## src/rtl/des_result_writer.sv

```systemverilog
// des_result_writer: buffers DES ciphertext blocks in a small FIFO and writes
// them to consecutive memory words until one full image has been stored.
module des_result_writer #(
  parameter int ROWS       = 133,
  parameter int COLS       = 200,
  parameter int FIFO_DEPTH = 4,
  parameter int ADDR_W     = 12
) (
  input  logic              clk,
  input  logic              reset,
  input  logic              start_din,
  input  logic              des_valid_din,
  input  logic [63:0]       des_data_din,
  output logic              des_ready_dout,
  output logic              mem_wr_en_dout,
  output logic [ADDR_W-1:0] mem_addr_dout,
  output logic [63:0]       mem_data_dout,
  input  logic              mem_ack_din,
  output logic              busy_dout,
  output logic              done_dout,
  output logic              overflow_dout
);

  localparam int TOTAL = (ROWS * COLS) / 8;
  localparam int CNT_W = $clog2(TOTAL + 1);
  localparam int PTR_W = $clog2(FIFO_DEPTH);
  localparam logic [CNT_W-1:0]  LAST_CNT  = CNT_W'(TOTAL - 1);
  localparam logic [ADDR_W-1:0] LAST_ADDR = ADDR_W'(TOTAL - 1);
  localparam logic [PTR_W:0]    FULL_OCC  = (PTR_W + 1)'(FIFO_DEPTH);

  typedef enum logic [1:0] {IDLE, RUN, DRAIN, DONE} state_t;

  state_t            state_reg, state_next;
  logic [CNT_W-1:0]  in_count_reg;
  logic [ADDR_W-1:0] wr_addr_reg;
  logic [PTR_W-1:0]  wr_ptr_reg, rd_ptr_reg;
  logic [PTR_W:0]    occ_reg;
  logic              done_reg, overflow_reg;
  logic [63:0]       fifo_mem [FIFO_DEPTH];

  logic fifo_full, fifo_empty;
  logic push, pop, arm, finish, overflow_set;

  assign fifo_full    = (occ_reg == FULL_OCC);
  assign fifo_empty   = (occ_reg == '0);
  assign push         = des_valid_din && des_ready_dout;
  assign pop          = mem_wr_en_dout && mem_ack_din;
  // Any block offered outside RUN is dropped and flagged.
  assign overflow_set = des_valid_din && (state_reg != RUN);

  assign mem_addr_dout = wr_addr_reg;
  // Data is forced to zero when no write is pending so that reset (and idle)
  // presents all-zero outputs even though FIFO storage is not cleared.
  assign mem_data_dout = mem_wr_en_dout ? fifo_mem[rd_ptr_reg] : '0;
  assign done_dout     = done_reg;
  assign overflow_dout = overflow_reg;

  // State register.
  always_ff @(posedge clk or negedge reset) begin
    if (!reset) state_reg <= IDLE;
    else        state_reg <= state_next;
  end

  // Next-state logic and handshake outputs.
  always_comb begin
    state_next     = state_reg;
    des_ready_dout = 1'b0;
    mem_wr_en_dout = 1'b0;
    busy_dout      = 1'b0;
    arm            = 1'b0;
    finish         = 1'b0;
    case (state_reg)
      IDLE, DONE: begin
        if (start_din) begin
          state_next = RUN;
          arm        = 1'b1;
        end
      end
      RUN: begin
        busy_dout      = 1'b1;
        des_ready_dout = !fifo_full && (in_count_reg < LAST_CNT + 1'b1);
        mem_wr_en_dout = !fifo_empty;
        if (des_valid_din && !fifo_full && in_count_reg == LAST_CNT)
          state_next = DRAIN;
      end
      DRAIN: begin
        busy_dout      = 1'b1;
        mem_wr_en_dout = !fifo_empty;
        if (!fifo_empty && mem_ack_din && wr_addr_reg == LAST_ADDR) begin
          state_next = DONE;
          finish     = 1'b1;
        end
      end
      default: state_next = IDLE;
    endcase
  end

  // Counters, FIFO pointers and sticky status flags.
  always_ff @(posedge clk or negedge reset) begin
    if (!reset) begin
      in_count_reg <= '0;
      wr_addr_reg  <= '0;
      wr_ptr_reg   <= '0;
      rd_ptr_reg   <= '0;
      occ_reg      <= '0;
      done_reg     <= 1'b0;
      overflow_reg <= 1'b0;
    end else if (arm) begin
      in_count_reg <= '0;
      wr_addr_reg  <= '0;
      wr_ptr_reg   <= '0;
      rd_ptr_reg   <= '0;
      occ_reg      <= '0;
      done_reg     <= 1'b0;
      overflow_reg <= 1'b0;
    end else begin
      if (push) begin
        wr_ptr_reg   <= wr_ptr_reg + 1'b1;
        in_count_reg <= in_count_reg + 1'b1;
      end
      if (pop) begin
        rd_ptr_reg <= rd_ptr_reg + 1'b1;
        // The address saturates at the last word of the image.
        if (wr_addr_reg != LAST_ADDR) wr_addr_reg <= wr_addr_reg + 1'b1;
      end
      if (push && !pop)      occ_reg <= occ_reg + 1'b1;
      else if (pop && !push) occ_reg <= occ_reg - 1'b1;
      if (overflow_set) overflow_reg <= 1'b1;
      if (finish)       done_reg     <= 1'b1;
    end
  end

  // FIFO storage; contents are don't-care until written.
  always_ff @(posedge clk) begin
    if (push) fifo_mem[wr_ptr_reg] <= des_data_din;
  end

endmodule

```

## config.mk

```make
export PLATFORM = sky130hd
export DESIGN_NAME = des_result_writer
export DESIGN_NICKNAME = d
export VERILOG_FILES = /design/src/rtl/des_result_writer.sv
export SDC_FILE = /design/constraint.sdc
export NUM_CORES = 1
export LEC_CHECK = 0
export ABC_AREA = 1
export CORE_ASPECT_RATIO = 0.75
export CORE_MARGIN = 2
export CORE_UTILIZATION = 55
export CTS_CLUSTER_SIZE = 25
export DETAILED_ROUTE_END_ITERATION = 8
export PLACE_DENSITY = 0.89
export SLEW_MARGIN = 20
export SYNTH_ARGS = -nofsm -noshare
export SYNTH_HDL_FRONTEND = slang
export SYNTH_SLANG_ARGS = --single-unit
```

## constraint.sdc

```tcl
create_clock -name clk -period 7 [get_ports clk]
set_input_delay 1.4 -clock clk [delete_from_list [all_inputs] [get_ports clk]]
set_output_delay 1.4 -clock clk [all_outputs]
set_load 0.02 [all_outputs]
```

==> results by group, run 1 <==
STA
  – Setup Total Neg Slack: 0 ps
  – RSZ-0062 raised after global routing: false
  – Final hold viol count: 0
  – Max-slew violation count: 0
  – Rel. slew slack: 31.10%
  – Fin crit period: 5201 ps
  – Least-Margin Pin Slew: 1031 ps
  – Fmax: 0.1923 GHz
  – Final WS setup: 1799 ps
  – Worst hold slack: 507.9 ps
  – Final period utilization: 74.30%
  – Clock Skews: 19.16 ps
  – Final setup viols: 0

Setup path
  – Critical path's top delay family: buffers and inverters
  – CP startpoint kind: flop
  – CP max stage cell: clkinv_2
  – Worst Path Buf+Inv: 3
  – FF-to-FF path depth: 9
  – Worst path depth: 5
  – Crit path kind: flop to output port
  – CP required: 5600 ps
  – Crit path capture type: output port
  – Worst-path cell chain: clkinv_2 -> buf_4 -> o21ai_0 -> a21oi_1 -> clkdlybuf4s50_1
  – Slowest stage delay, CP: 880 ps
  – Crit-path max FO: 81
  – Arr. time, crit path: 3800 ps

Synthesis
  – Top cell type's share of synthesized area: 63.01%
  – Commonest cells in the synthesized netlist: nor2_1, edfxtp_1, o21ai_0
  – Syn Nets: 1145
  – Cell taking the most area after synthesis: edfxtp_1
  – Post-synthesis cell area: 12200 um^2
  – Most common cell in the synthesized netlist: nor2_1
  – Synth area leaders: edfxtp_1, nor2_1, dfrtp_1, o21ai_0, a21oi_1
  – Top FF cell, synth: edfxtp_1
  – Cells after Synth: 1063
  – #FFs+latches synth: 291
  – Avg Cell Area, Syn: 11.48 um^2
  – Synth Warn #: 0
  – Unique cell type count in the Yosys netlist: 36
  – Post-synth EDFFs: 256
  – FFs w/ async S/R, synth: 12.03%
  – Register area share after synthesis: 70.19%

Floorplanning
  – Starting Density: 55.62%
  – Die extent in y: 133.0 um
  – Rows: 47
  – Die area: 23400 um^2
  – Core Region: 21930 um^2
  – Top Ports: 150
  – Chip width: 176.0 um

Power and ir drop
  – LEAKAGE: 5.140 nW
  – VDD IR max: 338.5 uV
  – Pwr Density: 423.6 nW/um^2

Place
  – Pre-CTS setup slack: 2365 ps
  – Final Wtd Congestion: 0.8772
  – Placed cell area: 13940 um^2
  – PortBufs: 149
  – Detail Placement HPWL: 16730 um

Route
  – Detailed Route Iter0 Violations: 892
  – Met3 WL: 2252 um
  – Via density: 5.585
  – Drt wl/cell: 18.54 um
  – Met1 WL: 11530 um
  – Highest metal used: met4
  – Remaining DRCs: 0
  – Vias after detailed routing: 8434
  – Metal2 WL: 13490 um
  – Drt first pass iters: 5
  – Remaining antenna violation count after routing: 0
  – Total Routed Length: 28000 um

Clocking
  – CTS buffer count: 27
  – Worst-skew pair later-pin latency: 530 ps
  – Post-CTS setup buffer count: 0
  – Post_cts resized: 0
  – H-tree levels: 1
  – Clock root buffer: clkbuf_16
  – CTS Hold Bufs: 0
  – Clk slew on worst S/H paths: 60 ps
  – CTS tree: yes
  – Clk buf depth: 3
  – CTS Sinks: 291

Min path
  – Hold/Removal Path Class: flop to flop
  – Hold path depth: 2

Status
  – Status: finished, final reports clean

GRT
  – First-pass GRT wire length: 44380 um
  – Overall Global Routing Usage: 24.13%
  – Pin count of the biggest net entering global routing: 85
  – Vias in the first global route: 8391
  – Grt ovf: 0
  – Initial antenna violation count: 1

Final layout
  – Layout cells sized above 1: 7.984%
  – Nets: 1279
  – Final instance area: 14750 um^2
  – Syn-to-layout area delta: 20.88%
  – Final Core Density: 67.24%
  – Max FFs per register: 256

Run
  – Max_cap viols: 0
## area by class of cell
cell class                 instances  area [um^2]
fill                            1513         7187
inverter                          50        188.9
clock buffer                      32        694.4
antenna                            1        2.502
clock inverter                    15        106.4
tap                              294        367.9
timing repair buffer             160         1587
sequential                       291         8568
multi-input combinational        667         3233
## path summary, 6_finish.rpt
kind	startpoint	to	slack, ps
max	rd_ptr_reg[0]	mem_data_dout[47]	1800
min	overflow_dout	overflow_dout	510
max reg2reg	in_count_reg[0]	fifo_mem[1][12]	3840
min reg2reg	overflow_dout	overflow_dout	510
max in group asynchronous	reset	rd_ptr_reg[0]	5340
min in group asynchronous	reset	mem_addr_dout[8]	1300
## worst register-to-register path, stage by stage (launching register included)
cell and delay, ps:
dfrtp_1 420, inv_1 160, ha_1 180, nor2_1 40
nand2_1 60, nand2_1 60, nand2_2 100, nand3_4 250
nor2_4 880, buf_4 630
## placed cells by master (no fill, tap or decap), types with 10 or more instances in the layout
| cell type | instances |
|---|---|
| o21ai_0 | 133 |
| nand2_1 | 69 |
| xor2_1 | 11 |
| nand3_1 | 22 |
| nor2_1 | 285 |
| inv_1 | 40 |
| buf_4 | 10 |
| dfrtp_1 | 33 |
| edfxtp_1 | 256 |
| nor3_1 | 10 |
| ha_1 | 12 |
| clkdlybuf4s50_1 | 149 |
| clkbuf_16 | 27 |
| a21oi_1 | 68 |
## cells by family (layout without fill, tap and decap cells)
family          Yosys count  in the layout  synth area share (%)
other cells               0              1                     0
flops                   291            291                 70.19
xor+xnor                 12             12                0.8614
simple gates            417            417                 14.29
compound gates          225            225                 9.691
buf+inv                 105            257                 3.579
fa+ha+maj                13             13                 1.395
## metal layers
layer	track usage, %	vias up
met5	0	-
met4	6.612	0
met3	4.454	49
met2	39.76	392
met1	33.43	4057
li1	-	3936
## report_power, final
group / internal, mW / switching, mW / total, mW
registers: 2.09 / 0.148 / 2.24
clock network: 0.744 / 0.618 / 1.36
logic: 0.958 / 1.69 / 2.65
total: 3.79 / 2.46 / 6.25
## stage by stage
step	cells	total power, mW
2_1_floorplan	1063	3.832
3_3_place_gp	1461	4.822
3_5_place_dp	1462	4.887
4_1_cts	1509	6.256
5_1_grt	1510	6.550
6_report	1510	6.247
No activity file was read; power rests on OpenSTA's default activity.
==> run 2: changes to the inputs <==
--- a/config.mk
+++ b/config.mk
@@ -8,10 +8,10 @@
 export ABC_AREA = 1
 export CORE_ASPECT_RATIO = 0.75
 export CORE_MARGIN = 2
-export CORE_UTILIZATION = 55
+export CORE_UTILIZATION = 50
 export CTS_CLUSTER_SIZE = 25
 export DETAILED_ROUTE_END_ITERATION = 8
-export PLACE_DENSITY = 0.89
+export PLACE_DENSITY = 0.86
 export SLEW_MARGIN = 20
 export SYNTH_ARGS = -nofsm -noshare
 export SYNTH_HDL_FRONTEND = slang
==> constraint.sdc (replaced) <==
create_clock -name clk -period 4.6 [get_ports clk]
set_input_delay 0.92 -clock clk [delete_from_list [all_inputs] [get_ports clk]]
set_output_delay 0.92 -clock clk [all_outputs]
set_load 0.02 [all_outputs]
==> run 2 against run 1 <==
Net effect: design area is 1.6% higher; global-route usage is 2.6 points lower; critical endpoint is now mem_data_dout[6]; largest power group unchanged; flip-flop and latch count stayed put; largest cell class unchanged; non-clock buffer count is 2 higher.
==> results by group, run 2 (synthesized netlist as in run 1, its figures left out) <==
Setup path
  – CP startpoint kind: flop
  – Crit path capture type: output port
  – Slowest stage delay, CP: 660 ps
  – Crit-path max FO: 35
  – CP max stage cell: clkdlybuf4s50_1
  – R2r setup slk: 2010 ps
  – CP required: 3680 ps
  – Arr. time, crit path: 3210 ps
  – Worst-path cell chain: inv_1 -> ha_1 -> inv_1 -> nand2_2 -> buf_12 -> a21oi_1 -> clkdlybuf4s50_1
  – Crit path kind: flop to output port
  – Most Frequent Cell on Critical Path: inv_1

GRT
  – First-pass GRT wire length: 43740 um
  – Pin count of the biggest net entering global routing: 83
  – Initial antenna violation count: 0
  – Vias in the first global route: 8344
  – Grt ovf: 0
  – Overall Global Routing Usage: 21.58%

Clocking
  – CTS Sinks: 291
  – Clk slew on worst S/H paths: 70 ps
  – CTS buffer count: 28
  – H-tree levels: 1
  – CTS Hold Bufs: 0
  – Clock root buffer: clkbuf_16
  – Post-CTS setup buffer count: 0
  – Post_cts resized: 0
  – CTS tree: yes
  – Worst-skew pair later-pin latency: 540 ps
  – Clk buf depth: 3

Route
  – Via density: 5.354
  – Remaining DRCs: 0
  – Detailed Route Iter0 Violations: 732
  – Met3 WL: 1960 um
  – Highest metal used: met4
  – Total Routed Length: 27560 um
  – Vias after detailed routing: 8309
  – Drt first pass iters: 5
  – Met1 WL: 11930 um
  – Drt wl/cell: 17.76 um
  – Metal2 WL: 13050 um
  – Remaining antenna violation count after routing: 0

STA
  – Final setup viols: 0
  – Rel. slew slack: 42.25%
  – Clock Skews: 13.70 ps
  – Max-slew violation count: 0
  – Final hold viol count: 0
  – Final period utilization: 89.85%
  – RSZ-0062 raised after global routing: false
  – Setup Total Neg Slack: 0 ps
  – Fin crit period: 4133 ps
  – Final WS setup: 466.7 ps
  – Fmax: 0.2419 GHz
  – Least-Margin Pin Slew: 866.3 ps

Min path
  – Hold/Removal Path Class: input pin to asynchronous set/reset pin

Final layout
  – Nets: 1282
  – # diodes: 0
  – Commonest non-fill, non-tap cell in the layout: nor2_1
  – Max FFs per register: 256
  – Syn-to-layout area delta: 22.82%
  – Layout cells sized above 1: 8.681%
  – Most frequent cells in the layout: nor2_1, edfxtp_1, clkdlybuf4s50_1, o21ai_0, nand2_1

Place
  – Detail Placement HPWL: 16440 um
  – Final Wtd Congestion: 0.8897
  – PortBufs: 149
  – Pre-CTS setup slack: 1060 ps

Power and ir drop
  – LEAKAGE: 5.232 nW
  – Pwr Density: 650.2 nW/um^2
  – VDD IR max: 427.1 uV
  – Pwr Total: 9.743 mW

Floorplanning
  – Die extent in y: 139.3 um
  – Chip width: 184.4 um
  – Die area: 25680 um^2
  – Top Ports: 150
  – Rows: 49
  – Core Region: 23970 um^2
  – Starting Density: 50.90%

Status
  – Status: finished, final reports clean

Run
  – Max_cap viols: 0
run 2: report_power, final:
| group | switching [mW] | leakage (nW) | internal (mW) |
|---|---|---|---|
| registers | 0.237 | 2.78 | 3.18 |
| logic | 2.55 | 2.01 | 1.52 |
| clock network | 0.973 | 0.443 | 1.29 |
run 2: final cells by class:
cell class	count	area, um^2
Clock buffer	30	708.2
Clock inverter	21	200.2
Fill cell	1780	8987
Inverter	50	188.9
Multi-Input combinational cell	667	3233
Sequential cell	291	8568
Tap cell	331	414.1
Timing Repair Buffer	162	1672
run 2: worst paths after layout:
| check | from | end | depth (start not counted) |
|---|---|---|---|
| setup / recovery | state_reg[0] | mem_data_dout[6] | 7 |
| hold / removal | reset | mem_addr_dout[8] | 1 |
| setup reg to reg | in_count_reg[0] | fifo_mem[2][36] | 9 |
| hold reg to reg | overflow_dout | overflow_dout | 2 |
| max in group asynchronous | reset | rd_ptr_reg[0] | 1 |
| min in group clk | overflow_dout | overflow_dout | 2 |
run 2: worst max-delay path: cells and delay by family, from the launching register on:
kind / cells / cell delay [ps]
compound gates: 1 / 250
fa+ha+maj: 1 / 310
buf+inv: 4 / 1250
flops: 1 / 400
simple gates: 1 / 450
run 2: routing by layer:
| layer | track usage, % | vias to the layer above |
|---|---|---|
| met2 | 35.42 | 327 |
| met1 | 30.20 | 3979 |
| met5 | 0 | - |
| met3 | 3.638 | 51 |
| met4 | 5.516 | 0 |
| li1 | - | 3952 |
run 2: stage by stage:
step | area (um^2) | instances | hold WS, ps | util, %
finish | 14980 | 1552 | 468.6 | 62.51
global route | 14980 | 1552 | 527.8 | 62.51
CTS | 14980 | 1552 | 489.8 | 62.51
detailed placement | 14080 | 1501 | 490.3 | 58.72
global placement | 14080 | 1501 | 483.9 | 58.72
floorplan | 12200 | 1063 | 466.6 | -
==> run 3: changes to the inputs <==
--- a/config.mk
+++ b/config.mk
@@ -8,10 +8,11 @@
 export ABC_AREA = 1
 export CORE_ASPECT_RATIO = 0.75
 export CORE_MARGIN = 2
-export CORE_UTILIZATION = 50
+export CORE_UTILIZATION = 55
 export CTS_CLUSTER_SIZE = 25
 export DETAILED_ROUTE_END_ITERATION = 8
-export PLACE_DENSITY = 0.86
+export DONT_BUFFER_PORTS = 1
+export PLACE_DENSITY = 0.83
 export SLEW_MARGIN = 20
 export SYNTH_ARGS = -nofsm -noshare
 export SYNTH_HDL_FRONTEND = slang
==> run 3 against run 2 <==
Net effect: register-to-register slack worse by 130 ps; sequential power barely moved; design area fell by 11%; combinational power decreased by 26%; core utilization fell by 1.6 points; critical endpoint is now mem_data_dout[5].
==> results by group, run 3 (synthesized netlist as in run 1, its figures left out) <==
Clocking
  – Clk buf depth: 3
  – H-tree levels: 1
  – Clk slew on worst S/H paths: 60 ps
  – CTS Hold Bufs: 0
  – CTS Sinks: 291
  – CTS tree: yes
  – CTS buffer count: 28
  – Worst-skew pair later-pin latency: 530 ps
  – Post_cts resized: 0
  – Clock root buffer: clkbuf_16
  – Post-CTS setup buffer count: 0

Setup path
  – Worst-path cell chain: inv_1 -> ha_1 -> inv_1 -> nand2_2 -> buf_4 -> a21oi_1
  – Crit path capture type: output port
  – Arr. time, crit path: 2980 ps
  – CP max stage cell: nand2_2
  – Most Frequent Cell on Critical Path: inv_1
  – R2r setup slk: 1880 ps
  – CP startpoint kind: flop
  – Slowest stage delay, CP: 530 ps
  – CP required: 3680 ps
  – FF-to-FF path depth: 9
  – Crit path launch: state_reg[0]
  – Critical path's top delay family: buffers and inverters
  – Worst Path Buf+Inv: 3
  – R2r endpoint: fifo_mem[1][46]
  – Crit path kind: flop to output port
  – RR Startpoint: in_count_reg[0]
  – Crit-path max FO: 37

STA
  – Rel. slew slack: 34.36%
  – Fmax: 0.2563 GHz
  – Final period utilization: 84.82%
  – Final setup viols: 0
  – Fin crit period: 3902 ps
  – Clock Skews: 15.73 ps
  – Setup Total Neg Slack: 0 ps
  – Max-slew violation count: 0
  – Worst hold slack: 78.60 ps
  – RSZ-0062 raised after global routing: false
  – Final hold viol count: 0
  – Least-Margin Pin Slew: 984.5 ps

Min path
  – Hold/Removal Path Class: input pin to asynchronous set/reset pin

Final layout
  – Max FFs per register: 256
  – Final Core Density: 60.90%
  – # diodes: 0
  – Nets: 1134
  – Syn-to-layout area delta: 9.486%
  – Commonest non-fill, non-tap cell in the layout: nor2_1
  – Layout cells sized above 1: 9.590%
  – Most frequent cells in the layout: nor2_1, edfxtp_1, o21ai_0, nand2_1, a21oi_1

Place
  – PortBufs: 0
  – Detail Placement HPWL: 15440 um
  – Final Wtd Congestion: 0.9292

GRT
  – First-pass GRT wire length: 40480 um
  – Grt ovf: 0
  – Initial antenna violation count: 0
  – Overall Global Routing Usage: 22.26%
  – Pin count of the biggest net entering global routing: 78
  – Vias in the first global route: 7458

Route
  – Via density: 5.615
  – Detailed Route Iter0 Violations: 799
  – Remaining antenna violation count after routing: 0
  – Vias after detailed routing: 7682
  – Total Routed Length: 26030 um
  – Drt wl/cell: 19.03 um
  – Remaining DRCs: 0
  – Drt first pass iters: 5

Floorplanning
  – Top Ports: 150
  – Core Region: 21930 um^2
  – Die extent in y: 133.0 um
  – Chip width: 176.0 um
  – Die area: 23400 um^2
  – Rows: 47
  – Starting Density: 55.62%

Run
  – Max_cap viols: 0

Power and ir drop
  – Pwr Total: 8.606 mW
  – Pwr Density: 644.2 nW/um^2
  – LEAKAGE: 4.651 nW
  – VDD IR max: 525.6 uV

Status
  – Status: finished, final reports clean
## run 3: cell count changes in the layout (fill, tap and decap cells not counted), moves of 2 or more
cell,change
clkdlybuf4s50_1,-148
buf_12,-6
clkinv_4,-2
clkbuf_1,+4
buf_4,+7
## run 3: layer usage
metal  wire length, um  share of wire, %  up-vias  global-route usage, %
met5                 0                 0        -                      0
met4               782               3.0        0                  6.979
met3              2563               9.8       51                  6.609
met2             11870                46      325                  34.58
met1             10820                42     3661                  30.62
li1                  -                 -     3645                      -
## run 3: worst max path at each step
stage	end	slack, ps	depth (start not counted)
global placement	mem_data_dout[5]	1280	6
finish	mem_data_dout[5]	700	6
detailed placement	mem_data_dout[5]	1220	6
CTS	mem_data_dout[5]	640	6
global route	mem_data_dout[5]	510	6
floorplan	fifo_mem[0][0]	230	3
## run 3: final cells by class
cell class	count	area, um^2
clock buffers	35	748.2
clock inverters	17	133.9
fillers	1638	8577
inverters	50	188.9
multi-input cells	667	3233
flip-flops and latches	291	8568
well taps	294	367.9
repair buffers	14	117.6
## run 3: stage by stage
step,worst slack (ps),instances,area (um^2)
after floorplan,230.0,1063,12200
after global placement,1276,1316,12480
after detailed placement,1216,1316,12480
after CTS,637.5,1368,13360
after global routing,508.6,1368,13360
final,698.1,1368,13360
## run 3: report_power, final
group / internal [mW] / switching (mW) / total [mW]
clock network: 1.26 / 0.940 / 2.20
logic: 0.659 / 2.37 / 3.03
registers: 3.18 / 0.192 / 3.38
